$ cat config.mk
export PLATFORM = sky130hd
export DESIGN_NAME = uart_receiver
export DESIGN_NICKNAME = d
export VERILOG_FILES = /design/src/rtl/uart_pkg.sv /design/src/rtl/uart_rx_sync.sv /design/src/rtl/uart_receiver.sv
export SDC_FILE = /design/constraint.sdc
export NUM_CORES = 1
export LEC_CHECK = 0
export CAP_MARGIN = 0
export CORE_MARGIN = 2
export CORE_UTILIZATION = 49
export DETAILED_ROUTE_END_ITERATION = 10
export HOLD_SLACK_MARGIN = 0.12
export PLACE_DENSITY = 0.78
export SLEW_MARGIN = 5
export SYNTH_ARGS = -nofsm -noshare
export SYNTH_HDL_FRONTEND = slang
export SYNTH_SLANG_ARGS = --single-unit
$ cat constraint.sdc
create_clock -name clk -period 1.45 [get_ports clk]
set_clock_uncertainty 0.05 [all_clocks]
set_input_delay 0.29 -clock clk [delete_from_list [all_inputs] [get_ports clk]]
set_output_delay 0.29 -clock clk [all_outputs]
set_load 0.03 [all_outputs]
$ cat src/rtl/uart_pkg.sv
// uart_pkg: receiver/transmitter shared state encoding and default frame constants
package uart_pkg;
    typedef enum logic [1:0] {IDLE, START, DATA, STOP} uart_state_t;
    localparam int OVERSAMPLE_DEF = 16;
    localparam int DATA_BITS_DEF = 8;
endpackage

$ cat src/rtl/uart_rx_sync.sv
// uart_rx_sync: two-flop synchronizer for the async rx line, resets to the idle-high level
module uart_rx_sync (
    input  logic clk,
    input  logic rst,
    input  logic d,
    output logic q
);
    logic meta;
    always_ff @(posedge clk) begin
        if (rst) {q, meta} <= 2'b11;
        else {q, meta} <= {meta, d};
    end
endmodule

$ cat src/rtl/uart_receiver.sv
// uart_receiver: oversampled 8N1 UART receive end with sticky ready, framing-error and overrun status
module uart_receiver
    import uart_pkg::*;
#(
    parameter int OVERSAMPLE = OVERSAMPLE_DEF,
    parameter int DATA_BITS = DATA_BITS_DEF
) (
    input  logic                 clk,
    input  logic                 rst,
    input  logic                 rx,
    input  logic                 enb,
    input  logic                 rdy_clr,
    output logic [DATA_BITS-1:0] data_out,
    output logic                 rdy,
    output logic                 busy,
    output logic                 frame_err,
    output logic                 overrun
);
    localparam int CW = $clog2(OVERSAMPLE);
    localparam int IW = $clog2(DATA_BITS);
    localparam logic [CW-1:0] HALF_END = CW'(OVERSAMPLE / 2 - 1);
    localparam logic [CW-1:0] BIT_END = CW'(OVERSAMPLE - 1);
    localparam logic [IW-1:0] IDX_END = IW'(DATA_BITS - 1);
    uart_state_t state, state_n;
    logic [CW-1:0] cnt, cnt_n;
    logic [IW-1:0] idx, idx_n;
    logic [DATA_BITS-1:0] shift, shift_n, data_n;
    logic rdy_n, ferr_n, ovr_n, rx_s;
    uart_rx_sync u_sync (.clk(clk), .rst(rst), .d(rx), .q(rx_s));
    assign busy = state != IDLE;
    always_ff @(posedge clk) begin
        if (rst) begin
            state <= IDLE;
            cnt <= '0;
            idx <= '0;
            shift <= '0;
            data_out <= '0;
            rdy <= 1'b0;
            frame_err <= 1'b0;
            overrun <= 1'b0;
        end else begin
            state <= state_n;
            cnt <= cnt_n;
            idx <= idx_n;
            shift <= shift_n;
            data_out <= data_n;
            rdy <= rdy_n;
            frame_err <= ferr_n;
            overrun <= ovr_n;
        end
    end
    always_comb begin
        state_n = state;
        cnt_n = cnt;
        idx_n = idx;
        shift_n = shift;
        data_n = data_out;
        rdy_n = rdy & ~rdy_clr;
        ovr_n = overrun & ~rdy_clr;
        ferr_n = frame_err;
        if (enb) begin
            case (state)
                IDLE: begin
                    if (!rx_s) begin
                        state_n = START;
                        cnt_n = '0;
                    end
                end
                START: begin
                    cnt_n = cnt + 1'b1;
                    if (cnt == HALF_END) begin
                        state_n = rx_s ? IDLE : DATA;
                        cnt_n = '0;
                        idx_n = '0;
                    end
                end
                DATA: begin
                    cnt_n = cnt + 1'b1;
                    if (cnt == BIT_END) begin
                        shift_n[idx] = rx_s;
                        state_n = (idx == IDX_END) ? STOP : DATA;
                        idx_n = (idx == IDX_END) ? idx : idx + 1'b1;
                    end
                end
                STOP: begin
                    cnt_n = cnt + 1'b1;
                    // Leaving at stop centre leaves half a bit to catch the next start edge
                    if (cnt == BIT_END) begin
                        state_n = IDLE;
                        cnt_n = '0;
                        ferr_n = ~rx_s;
                        if (rx_s) begin
                            data_n = shift;
                            rdy_n = 1'b1;
                            ovr_n = (overrun | rdy) & ~rdy_clr;
                        end
                    end
                end
                default: state_n = IDLE;
            endcase
        end
    end
endmodule

Word-level counts from Yosys, hierarchy flattened. Cells that the tools add are included.

Register bits: 30. Bits in latches: 0. Memory bits (writable): 0. Memory bits (read-only): 0. Bits of input ports: 5. Output and inout bits: 12. Logic and storage cells: 67. Memories kept: 0.

Add/sub/neg operators: 2. $mul: 0. Divide/modulo/power cells: 0. $lt $le $gt $ge: 2. Eq/ne operators: 11. Shifts and indexed selects: 0. Muxes and demuxes: 26. Bitwise gates (word level): 6. Reduce and logical (&&, ||, !) cells: 10.

Operators with widths (number): $pmux W4 S4 (1); $mux W4 (3); $mux W1 (10); $mux W2 (5); $ne A2 B2 Y1 const B (5); $reduce_and A5 Y1 (2); $mux W3 (3); $bwmux W8 (1); $pmux W2 S4 (1); $pmux W3 S2 (1); $reduce_and A3 Y1 (2); $add A4 B1 Y4 const B (1); $eq A2 B2 Y1 const B (2); $eq A4 B3 Y1 const B (1); $eq A4 B4 Y1 const B (1); $lt A3 B4 Y1 const B (1); $reduce_and A4 Y1 (1); $reduce_bool A2 Y1 (2); $add A3 B1 Y3 const B (1); $and A1 B1 Y1 (3); $demux W1 S3 (1); $eq A3 B3 Y1 const B (1); $ge A3 B1 Y1 const B (1); $eq A2 B1 Y1 const B (1); other kinds (5) (6).

Depth between registers and ports, before layout.
Word-level depth: 6. Gate-level depth with buffers: 5.

Cells and area by module. From an unflattened synthesis, not the netlist that was laid out.

Cell total of the unflattened synthesis: 150. Area, all modules: 1400.1 µm².

By module, submodules not included: uart_receiver (times used 1, cells each 146, area an instance 1347.5 µm²); uart_rx_sync (times used 1, cells each 4, area an instance 52.6 µm²).

Worst setup path before layout. OpenSTA, ideal clock, no wires.

Kind: register to register. Start: register cnt[0]. End: register cnt[0]. Library setup time: 0.070 ns. Arrival: 1.376 ns. Path slack: -0.046 ns. Stages on the path, launching flop included: 6. Clock period less this slack: 1.496 ns. Path through: dfxtp_1 > ha_1 > buf_6 > nor4bb_1 > or4b_1 > a21oi_1.

Word-level cells in the longest chain between the ends: 3. Elaborated cells between the ends (all ways): 6. Those cells by class: add/sub: 1; eq/ne: 2; mux: 3.

RTL lines: from (decl) (RTL line uart_receiver.sv:25) `logic [CW-1:0] cnt, cnt_n;`; from (signal assigned) (RTL line uart_receiver.sv:43) `cnt <= cnt_n;`; $add A4 B1 Y4, or another cell as far along (RTL line uart_receiver.sv:70, uart_receiver.sv:78, uart_receiver.sv:86); $mux W4 (on tied branches) (RTL line uart_receiver.sv:88, uart_receiver.sv:71); $pmux W4 S4 (*) (RTL line uart_receiver.sv:62) `case (state)`.

Mark *: on every way between the ends. The rest lies on a longest branch, timed or not. A chain may end at the register's enable or synchronous reset.

==> impl_metrics.env <==
export IMPL_hold_path_class="flip-flop to flip-flop"
export IMPL_insertion_delay_ps=330
export IMPL_power_total_mw=1.56
export IMPL_synth_fp_nets=161
export IMPL_root_buffer="clkbuf_4"
export IMPL_crit_arrival_ps=1220
export IMPL_cts_max_level=2
export IMPL_cts_clk_slew_worst_paths_ps=100
export IMPL_n_fill_cell=210
export IMPL_wl_met3_um=155
export IMPL_yosys_area_share_adder_pct=2.52
export IMPL_ys_ff_latch=30
export IMPL_fin_tns_setup_ps=-223
export IMPL_met1Wirelength_um=1430
export IMPL_power_switching_share_pct=22.1
export IMPL_syn_cell_area_sq_um=1490
export IMPL_yosys_area_share_simple_pct=28.0
export IMPL_crit_path_end_kind="output port"
export IMPL_ir_worst_vdd_mv=0.862
export IMPL_async_flop_share_pct=0
export IMPL_synth_compound_area_share_pct=10.6
export IMPL_internal_power_mw=1.22
export IMPL_synth_distinct_cells=39
export IMPL_pwr_share_comb_pct=7.3
export IMPL_ys_seq_area_share_pct=40.3
export IMPL_max_slew_margin_pct=62.4
export IMPL_synth_edf_count=0
export IMPL_grt_max_degree=21
export IMPL_setup_violations=5
export IMPL_final_util_pct=67.5
export IMPL_syn_inst=153
export IMPL_min_period_ps=1560
export IMPL_hold_viol_final=0
export IMPL_status="finished, violations left"
export IMPL_drive_above_1_share_pct=35.6
export IMPL_power_density_nw_per_um2=779
export IMPL_initial_core_util_pct=50.1
export IMPL_cts_tree="built"
export IMPL_vias=1311
export IMPL_firstDrtPassIters=4
export IMPL_hold_buffers=0
export IMPL_rsz0062_at_grt="true"
export IMPL_drt_total_wl_um=3410
export IMPL_setup_ws_ps=-108
export IMPL_io_pins=17
export IMPL_clockBufferDepth=2
export IMPL_crit_path_top_delay_cell="dfxtp_4"
export IMPL_worstPathCellList="or2_4 -> buf_6 -> buf_6"
export IMPL_fp_dieW_um=59.2
export IMPL_clock_sinks=30
export IMPL_r2r_slack_ps=-60
export IMPL_overflow=0
export IMPL_num_nets_final=198
export IMPL_p_clk_share_pct=39.5
export IMPL_crit_top_cell="buf_6"
export IMPL_wire_per_inst_um=15.2
export IMPL_power_leakage_nw=0.749
export IMPL_drc_errors=0
export IMPL_grt_total_usage_pct=21.1
export IMPL_grt_pass1_wl_um=5460
export IMPL_cts_buffers=5
export IMPL_criticalPathCategory="flip-flop to output port"
export IMPL_drt_iter0_drc=49
export IMPL_max_cap_violations=0
export IMPL_area_delta_synth_final_pct=34.7
export IMPL_topRoutingLayerUsed="met4"
export IMPL_n_antenna_cell=0
export IMPL_pre_cts_ws_ps=-334
export IMPL_slowest_delay_ps=380
export IMPL_crit_fanout=5
export IMPL_seqPwrFrac_pct=53.2
export IMPL_switchingPower_mw=0.345
export IMPL_die_area_sq_um=3500
export IMPL_final_max_slew_viol_count=0
export IMPL_yosysWarnings=0
export IMPL_synth_xor_xnor_area_share_pct=0.587
export IMPL_finalCritPeriodShare_pct=107
export IMPL_gp_congestion=0.819
export IMPL_worst_slew_pin_slew_ps=562
export IMPL_hpwl_um=2230
export IMPL_violations="negative setup slack"
export IMPL_synth_top_family_by_area="simple AND/OR/NAND/NOR gates"
export IMPL_core_sq_um=2980
export IMPL_rows=20
export IMPL_syn_avg_cell_area_sq_um=9.75
export IMPL_crit_required_ps=1110
export IMPL_grt_antenna_before_repair=0
export IMPL_route_met2_wl_um=1760
export IMPL_crit_path_start_kind="flip-flop"
export IMPL_port_buffers=16
export IMPL_synth_mux_area_share_pct=12.1
export IMPL_detail_route_antenna_nets=0
export IMPL_viasPerCell=5.85
export IMPL_grt_pass1_vias=1162
export IMPL_synth_flop_cell="dfxtp_1"
export IMPL_max_clock_freq_mhz=642
export IMPL_die_y_um=59.2
[through the flow]
stage          hold WS [ps]  cells  instance area, sq um
5_1_grt                 403    224                  2010
3_3_place_gp            348    208                  1750
2_1_floorplan           319    153                  1500
6_report                378    224                  2010
3_5_place_dp            357    208                  1750
4_1_cts                 381    216                  1860
[placed cells by master, fill, tap and decap left out, drive strengths merged, types with 5 or more instances in the layout]
cell,Yosys,layout
nand2b,24,24
nor4,5,5
buf,7,27
nand3,5,5
dfxtp,30,30
a21oi,6,6
o21ai,8,8
clkdlybuf4s15,0,8
nor3,6,6
mux2i,18,18
clkbuf,5,11
[sequential cells by signal, indices dropped and copies added, names as in the netlist, named ones only]
| name | cells |
|---|---|
| overrun | 1 |
| rdy | 1 |
| state | 1 |
| frame_err | 1 |
| data_out | 8 |
| u_sync.meta | 1 |
| u_sync.q | 1 |
| shift | 8 |
| cnt | 4 |
| idx | 3 |
[worst max-delay path, delay by kind of cell (launching register included)]
kind          cells  cell delay, ps
flops             1             380
simple gates      1             260
buf+inv           2             250
[synth_stat cells, drive strengths merged (3+ instances only)]
master  count  share of area, %
dfxtp      30                40
nand2b     24                10
mux2i      18                12
o21ai       8               2.7
buf         7               4.2
a21oi       6               2.8
nor3        6               2.0
clkbuf      5               1.3
nand3       5               2.0
nor4        5               2.1
ha          3               2.5
nand2       3              0.75
nand4       3               1.3
or2         3               1.3
or3b        3               1.9
[kinds of logic after synthesis]
kind of cell | count (synthesis)
AND/OR/NAND/NOR | 64
flip-flops | 30
AO/OA/AOI/OAI | 23
multiplexers | 18
buffers and inverters | 14
adder cells (fa/ha/maj) | 3
XOR/XNOR | 1
[cell type report]
cell class	instances	area, sq um	share of cell area, %
clock buffers	8	78.8	3.92
repair buffers	42	360	17.9
inverters	2	7.51	0.374
well taps	33	41.3	2.05
multi-input cells	109	906	45.1
flip-flops and latches	30	616	30.6
[per-layer routing]
layer | global-route usage (%) | vias to the layer above
li1 | - | 631
met1 | 26.0 | 638
met2 | 33.2 | 33
met3 | 7.42 | 9
met4 | 9.74 | 0
met5 | 0 | -
[power by group through the flow]
stage	logic [mW]	clock network, mW	registers (mW)
2_1_floorplan	0.0614	0	0.852
3_3_place_gp	0.0910	0	0.856
3_5_place_dp	0.0927	0	0.856
4_1_cts	0.0954	0.632	0.837
5_1_grt	0.123	0.673	0.834
6_report	0.114	0.618	0.833
[path summary, 6_finish.rpt]
path | startpoint | end | cells past startpoint
setup reg to reg | flip-flop | idx[1] | 5
hold reg to reg | u_sync.meta | u_sync.q | 1
hold / removal | u_sync.meta | u_sync.q | 1
setup / recovery | flip-flop | busy | 3
[timing repair]
| action | CTS | global route |
|---|---|---|
| gates resized for setup | 25 | 29 |
| pin swaps | 2 | 8 |
| hold endpoints to repair | 0 | 0 |
| setup buffers | 0 | 8 |
| endpoints found under the setup margin | 28 | 25 |
Note: power is estimated with default switching activity, not from simulation.
